$ cat src/rtl/bc_buffer.sv
// Dual-channel buffer between the avoid and ctrl sides.
// Each direction has its own synchronous FIFO with a registered read port.
// A pop loads the head word into out_data on the popping edge, so this is
// not first-word-fall-through. Writes to a full FIFO and pops from an empty
// FIFO are ignored.

module bc_buffer_fifo #(
  parameter int DATA_WIDTH = 16,
  parameter int DEPTH      = 16
) (
  input  logic                  clk,
  input  logic                  rst,
  input  logic                  in_valid,
  input  logic [DATA_WIDTH-1:0] in_data,
  input  logic                  out_rdy,
  output logic [DATA_WIDTH-1:0] out_data
);

  localparam int AW = $clog2(DEPTH);
  localparam logic [AW:0] FULL_CNT = (AW+1)'(DEPTH);

  logic [DATA_WIDTH-1:0] mem [DEPTH];
  logic [AW-1:0]         wr_ptr;
  logic [AW-1:0]         rd_ptr;
  logic [AW:0]           count;
  logic                  wr_en;
  logic                  rd_en;

  // Full and empty are judged on the count before this edge. A write
  // arriving while full is therefore dropped even if a pop frees a slot on
  // the same edge. A pop arriving while empty likewise cannot see a word
  // that is written on that same edge.
  assign wr_en = in_valid && (count != FULL_CNT);
  assign rd_en = out_rdy && (count != '0);

  // Storage array; contents are don't-care after reset, so it has no reset
  always_ff @(posedge clk) begin
    if (wr_en) mem[wr_ptr] <= in_data;
  end

  // Write pointer; wraps naturally modulo DEPTH (power of two)
  always_ff @(posedge clk or negedge rst) begin
    if (!rst)       wr_ptr <= '0;
    else if (wr_en) wr_ptr <= wr_ptr + AW'(1);
  end

  // Read pointer and registered read port; out_data holds when no pop
  always_ff @(posedge clk or negedge rst) begin
    if (!rst) begin
      rd_ptr   <= '0;
      out_data <= '0;
    end else if (rd_en) begin
      rd_ptr   <= rd_ptr + AW'(1);
      out_data <= mem[rd_ptr];
    end
  end

  // Occupancy count; a simultaneous write and pop leave it unchanged
  always_ff @(posedge clk or negedge rst) begin
    if (!rst) begin
      count <= '0;
    end else begin
      case ({wr_en, rd_en})
        2'b10:   count <= count + (AW+1)'(1);
        2'b01:   count <= count - (AW+1)'(1);
        default: count <= count;
      endcase
    end
  end

endmodule

module bc_buffer #(
  parameter int DATA_WIDTH = 16,
  parameter int DEPTH      = 16
) (
  input  logic                  clk,
  input  logic                  rst,
  input  logic                  avoid_in_valid,
  input  logic [DATA_WIDTH-1:0] avoid_in_data,
  input  logic                  ctrl_out_rdy,
  output logic [DATA_WIDTH-1:0] ctrl_out_data,
  input  logic                  ctrl_in_valid,
  input  logic [DATA_WIDTH-1:0] ctrl_in_data,
  input  logic                  avoid_out_rdy,
  output logic [DATA_WIDTH-1:0] avoid_out_data
);

  // Forward channel: avoid side writes, ctrl side reads
  bc_buffer_fifo #(
    .DATA_WIDTH (DATA_WIDTH),
    .DEPTH      (DEPTH)
  ) u_fwd (
    .clk      (clk),
    .rst      (rst),
    .in_valid (avoid_in_valid),
    .in_data  (avoid_in_data),
    .out_rdy  (ctrl_out_rdy),
    .out_data (ctrl_out_data)
  );

  // Return channel: ctrl side writes, avoid side reads
  bc_buffer_fifo #(
    .DATA_WIDTH (DATA_WIDTH),
    .DEPTH      (DEPTH)
  ) u_ret (
    .clk      (clk),
    .rst      (rst),
    .in_valid (ctrl_in_valid),
    .in_data  (ctrl_in_data),
    .out_rdy  (avoid_out_rdy),
    .out_data (avoid_out_data)
  );

endmodule

$ cat config.mk
export PLATFORM = sky130hd
export DESIGN_NAME = bc_buffer
export DESIGN_NICKNAME = d
export VERILOG_FILES = /design/src/rtl/bc_buffer.sv
export SDC_FILE = /design/constraint.sdc
export NUM_CORES = 1
export LEC_CHECK = 0
export CELL_PAD_IN_SITES_DETAIL_PLACEMENT = 1
export CELL_PAD_IN_SITES_GLOBAL_PLACEMENT = 1
export CORE_MARGIN = 3
export CORE_UTILIZATION = 24
export DETAILED_ROUTE_END_ITERATION = 8
export PLACE_DENSITY_LB_ADDON = 0.1
export SYNTH_ARGS = -nofsm -noshare
export SYNTH_HDL_FRONTEND = slang
export SYNTH_SLANG_ARGS = --single-unit
export TNS_END_PERCENT = 10
$ cat constraint.sdc
create_clock -name clk -period 2.9 [get_ports clk]
set_input_delay 0.435 -clock clk [delete_from_list [all_inputs] [get_ports clk]]
set_output_delay 0.435 -clock clk [all_outputs]
set_load 0.05 [all_outputs]
; Word level (Yosys, flattened, before mapping)
; Memories as Yosys holds them, arrays and structs flattened. A register that Yosys moved wholly into a read port is not among the register bits.
; Cells that the tools add are included.
[totals]
reg_bits = 26
latchBits = 0
ramBits = 512
rom_bits = 0
in_bits = 38
out_inout_bits = 32
word_cells = 38
memories = 2
[classes]
addsub = 8
multipliers = 0
div_mod_pow = 0
n_lt_le_gt_ge = 0
eq_ne = 6
n_shift = 0
muxes = 6
bitwise_logic = 0
n_reduce_logical = 10
[mem_list]
columns = memory, depth, word_bits, rd, rd_ports_with_merged_regs, write_ports, line_no
row1 = u_fwd.mem, 16, 16, 1, 1, 1, 22  ; logic [DATA_WIDTH-1:0] mem [DEPTH];
row2 = u_ret.mem, 16, 16, 1, 1, 1, 22
[op_table]
columns = cell, n
row1 = 5-bit one-hot mux with 2 select lines, 2
row2 = "4-bit by 1-bit adder with 4-bit output, second input constant", 4
row3 = "5-bit by 1-bit adder with 5-bit output, second input constant", 2
row4 = "5-bit != test, second input constant", 2
row5 = 5-bit nonzero test, 2
row6 = "5-bit by 1-bit subtractor with 5-bit output, second input constant", 2
row7 = "2-bit by 1-bit equality test with 1-bit output, second input constant", 2
row8 = "2-bit equality test, second input constant", 2
row9 = 1-bit logical AND, 4
row10 = 1-bit 2-to-1 mux, 4
row11 = 2-bit nonzero test, 2
row12 = 1-bit zero test, 2

; Longest topological paths before layout
[depth]
word_depth = 4
depth_mapped = 12
depth_no_buf = 11

; Cells and area by module
; From an unflattened synthesis, not the netlist that was laid out.
[hier_totals]
cells_unflattened = 1068
area_unflattened_um2 = 22063.7
[modules_own_cells]
columns = mod, instances, cells_per_inst, area_each_um2, seq_area_each_um2
row1 = bc_buffer_fifo, 2, 534, 11031.8, 8413.1

; Worst setup path before layout
; No wires, ideal clock.
[synth_path]
path_type = register -> register
start = reg u_fwd.count[1]
end = reg u_fwd.count[4]
arrival_ps = 2731
required_ps = 2775
slack_ps = 44
path_stages_with_launch = 13
n_path_buf = 1
synth_period_minus_slack_ps = 2856
path_cell_list = dfrtp_1 > or4_4 > o21a_1 > buf_2 > inv_1 > ha_1 > inv_1 > fa_1 > nor2b_1 > o21ai_0 > nand3_1 > or3b_1 > xnor2_1
[synth_between]
elab_chain_cells = 4
elab_cells_between_ends = 10
[synth_lines]
columns = element, line_no
row1 = from (decl), 25  ; logic [AW:0] count;
row2 = from (signal assigned), 64  ; 2'b10: count <= count + (AW+1)'(1);
row3 = from (signal assigned), 65  ; 2'b01: count <= count - (AW+1)'(1);
row4 = from (signal assigned), 66  ; default: count <= count;
row5 = branches (longest 4 deep; another with 5-bit by 1-bit subtractor with 5-bit output), n/a
; Several ways; the timed one is not identified.
; A chain may end at the register's enable or synchronous reset.

; Worst setup path in the final report
[layout_path]
start = reg u_ret.count[1]
end = reg u_ret.count[4]
[layout_between]
elab_chain_cells = 4
elab_cells_between_ends = 10
[layout_lines]
columns = element, line_no
row1 = from (decl), 25
row2 = from (signal assigned), 64
row3 = from (signal assigned), 65
row4 = from (signal assigned), 66
row5 = 5-bit nonzero test *, 34  ; assign rd_en = out_rdy && (count != '0);
row6 = 1-bit logical AND *, 34
row7 = net u_ret.rd_en, 27  ; logic rd_en;
row8 = 2-bit by 1-bit equality test with 1-bit output or 2-bit equality test (tied branches), 63  ; case ({wr_en, rd_en})
row9 = 5-bit one-hot mux with 2 select lines or 2-bit nonzero test (tied branches), n/a
; The timed path passes the listed nets; every way through them passes the cells marked *.

==> results.sh <==
export IMPL_worst_pin_slew_ns=0.678
export IMPL_yosysWarnings=0
export IMPL_grt_max_degree=36
export IMPL_cts_setup_buffers=0
export IMPL_io_pins=70
export IMPL_setup_worst_path_end_class="flip-flop"
export IMPL_clock_sink_count=570
export IMPL_drive_gt1_share_pct=27.6
export IMPL_drc=0
export IMPL_core_area_mm2=0.0906
export IMPL_synth_seq_area_share_pct=76.4
export IMPL_root_buffer="clkbuf_16"
export IMPL_syn_nets=1124
export IMPL_leakage_nw=8.72
export IMPL_synth_top_cell_by_area="edfxtp_1"
export IMPL_stdcell_area_mm2=0.0268
export IMPL_fp_dieArea_mm2=0.0954
export IMPL_fin_util_pct=29.6
export IMPL_synth_edf_count=512
export IMPL_critPathRequiredTime_ns=3.37
export IMPL_hold_violations=0
export IMPL_rows=110
export IMPL_synth_flop_cell="edfxtp_1"
export IMPL_first_iter_violations=673
export IMPL_grt_antenna_before_repair=2
export IMPL_first_pass_iters=5
export IMPL_yosys_cell_types_count=35
export IMPL_grt_pass1_wl_um=86000
export IMPL_synth_common_cells="512 x edfxtp_1, 128 x mux4_2, 88 x nand2_1"
export IMPL_overflow=0
export IMPL_yosysMostFrequentCell="edfxtp_1"
export IMPL_vias=10600
export IMPL_vdd_ir_drop_max_mv=0.331
export IMPL_period_needed_ns=2.71
export IMPL_wl_um=58300
export IMPL_synth_seq_cells=570
export IMPL_wire_per_inst_um=23.7
export IMPL_rsz0062_at_grt="no"
export IMPL_dpl_hpwl_um=34700
export IMPL_clk_path_buf_depth=3
export IMPL_outcome="finished, final reports clean"
export IMPL_period_share_pct=93.5
export IMPL_clk_latency_ns=0.59
export IMPL_power_density_mw_per_mm2=1020
export IMPL_nets=1283
export IMPL_cp_arrival_ns=3.18
export IMPL_relSlewSlack_pct=54.7
export IMPL_ant_nets=0
export IMPL_drv_slew=0
export IMPL_clk_pin_slew_ns=0.06
export IMPL_synth_top_area_share_pct=69.8
export IMPL_postPlaceCellArea_mm2=0.0247
export IMPL_h_tree_depth=3
export IMPL_worstPathMaxFanout=5
export IMPL_grt_pass1_vias=11900
export IMPL_place_gp_congestion=0.665
export IMPL_cts_tree="done"
export IMPL_cts_inserted_buffers=67
export IMPL_initial_core_util_pct=24.3
export IMPL_post_place_ws_ns=0.0973
export IMPL_area_growth_pct=21.7
export IMPL_fin_setup_tns_ns=0
export IMPL_finalSetupViolations=0
export IMPL_syn_avg_cell_area_um2=20.7
export IMPL_synth_cells=1066
export IMPL_die_w_um=309
export IMPL_syn_cell_area_mm2=0.0220
export IMPL_async_flop_share_pct=10.2
export IMPL_grt_use_total_pct=12.5
export IMPL_maxCapViolCount=0
export IMPL_synthTopCellsByArea="edfxtp_1 70%, mux4_2 13%, dfrtp_1 6.6%, nand2_1 1.5%, mux2i_1 1.4%"
export IMPL_final_setup_skew_ns=0.0245
export IMPL_port_buffers=69
export IMPL_critical_path_class="flip-flop to flip-flop"
export IMPL_reg2regPathDepth=10
export IMPL_fmax_ghz=0.369
export IMPL_cp_start_kind="flip-flop"
export IMPL_vias_per_cell=4.33
export IMPL_finalWorstSetupSlack_ns=0.188
export IMPL_chipHeight_um=309
export IMPL_min_path_type="primary input to asynchronous set/reset pin"
registers in the layout (all words and copies together), names as in the netlist:
register and count:
u_fwd.count 5, u_ret.count 5, u_fwd.mem 256, u_ret.mem 256, u_ret.wr_ptr 4, u_fwd.rd_ptr 4
u_fwd.out_data 16, u_ret.out_data 16, u_ret.rd_ptr 4, u_fwd.wr_ptr 4
area by class of cell:
cell class | count | area, µm²
Clock buffer | 82 | 1790
Multi-Input combinational cell | 423 | 4940
Fill cell | 9197 | 63800
Antenna cell | 1 | 2.50
Timing Repair Buffer | 149 | 1380
Inverter | 14 | 52.6
Tap cell | 1176 | 1470
Sequential cell | 570 | 16800
Clock inverter | 39 | 318
critical path, stage by stage, from the launching register on:
cell	delay [ns]
dfrtp_1	0.39
or4_4	0.56
o21ai_4	0.15
inv_2	0.07
ha_1	0.28
fa_1	0.43
a21o_1	0.20
a21oi_1	0.17
xor2_1	0.15
nor2_1	0.07
xnor2_1	0.13
where the power goes:
group	switching [W]	internal, W	total [W]
clock	0.00334	0.00477	0.00810
combinational	0.00476	0.00356	0.00833
sequential	0.000788	0.0101	0.0109
metal layers:
| metal | share of wire (%) | global-route usage (%) | vias up |
|---|---|---|---|
| met1 | 51 | 18.9 | 5752 |
| met5 | 0.019 | 0 | - |
| met2 | 44 | 18.4 | 147 |
| li1 | - | - | 4643 |
| met3 | 3.2 | 1.92 | 70 |
| met4 | 1.9 | 3.81 | 2 |
path summary, 6_finish.rpt:
kind	startpoint	to	slack, ns
hold / removal	rst	u_fwd.out_data[14]	0.35
min in group clk	u_ret.out_data[12]	u_ret.out_data[12]	0.48
hold reg to reg	u_ret.out_data[12]	u_ret.out_data[12]	0.48
setup reg to reg	u_ret.count[1]	u_ret.count[4]	0.19
setup / recovery	u_ret.count[1]	u_ret.count[4]	0.19
max in group asynchronous	rst	u_ret.out_data[6]	1.89
logic make-up (layout without fill, tap and decap cells):
kind of cell    after synthesis  after routing  synth area share (%)
xor+xnor                     21             21                 0.835
simple gates                140            140                  2.70
other cells                   0              1                     0
mux                         161            161                  14.7
compound gates               81             81                  2.53
fa+ha+maj                    20             20                  1.20
buf+inv                      73            284                  1.66
flops                       570            570                  76.4
layout by cell type (no fill, tap or decap), types with 2 or more instances in the layout:
| master | synthesis | final |
|---|---|---|
| nand4_1 | 4 | 4 |
| xnor2_1 | 17 | 17 |
| o21a_1 | 2 | 2 |
| clkdlybuf4s50_1 | 0 | 68 |
| a21oi_1 | 4 | 4 |
| inv_2 | 2 | 2 |
| clkbuf_8 | 0 | 4 |
| o21ai_1 | 33 | 33 |
| edfxtp_1 | 512 | 512 |
| mux2i_1 | 31 | 31 |
| o21ai_4 | 2 | 2 |
| ha_1 | 18 | 17 |
| clkbuf_16 | 0 | 68 |
| a21o_1 | 3 | 3 |
| nand2_2 | 2 | 2 |
| or2_2 | 2 | 2 |
| buf_12 | 0 | 7 |
| clkinv_2 | 0 | 15 |
| nor2_2 | 0 | 24 |
| clkinv_1 | 0 | 15 |
| buf_4 | 3 | 73 |
| or4_4 | 2 | 2 |
| dfrtp_1 | 58 | 54 |
| nand2b_1 | 6 | 6 |
| clkinv_8 | 0 | 3 |
| o221ai_1 | 31 | 31 |
| mux4_2 | 128 | 128 |
| nor3_2 | 0 | 8 |
| nand2_1 | 88 | 88 |
| bufinv_16 | 0 | 4 |
| dfrtp_4 | 0 | 4 |
| xor2_1 | 4 | 4 |
| inv_6 | 0 | 2 |
| o21ai_0 | 6 | 6 |
| clkbuf_1 | 16 | 10 |
| inv_1 | 12 | 12 |
repair_timing:
item / in CTS / in global routing
endpoints found under the setup margin: 0 / 1
gates resized for setup: 0 / 2
hold endpoints to repair: 28 / 0
hold buffers: 1 / 0
per-stage QoR:
stage,cells,hold WS (ns),power [W]
after floorplan,1066,0.139,0.0163
after global placement,2331,0.421,0.0197
after detailed placement,2331,0.425,0.0197
after CTS,2453,0.337,0.0280
after global routing,2453,0.375,0.0289
final,2454,0.347,0.0274
No activity file was read; power rests on OpenSTA's default activity.
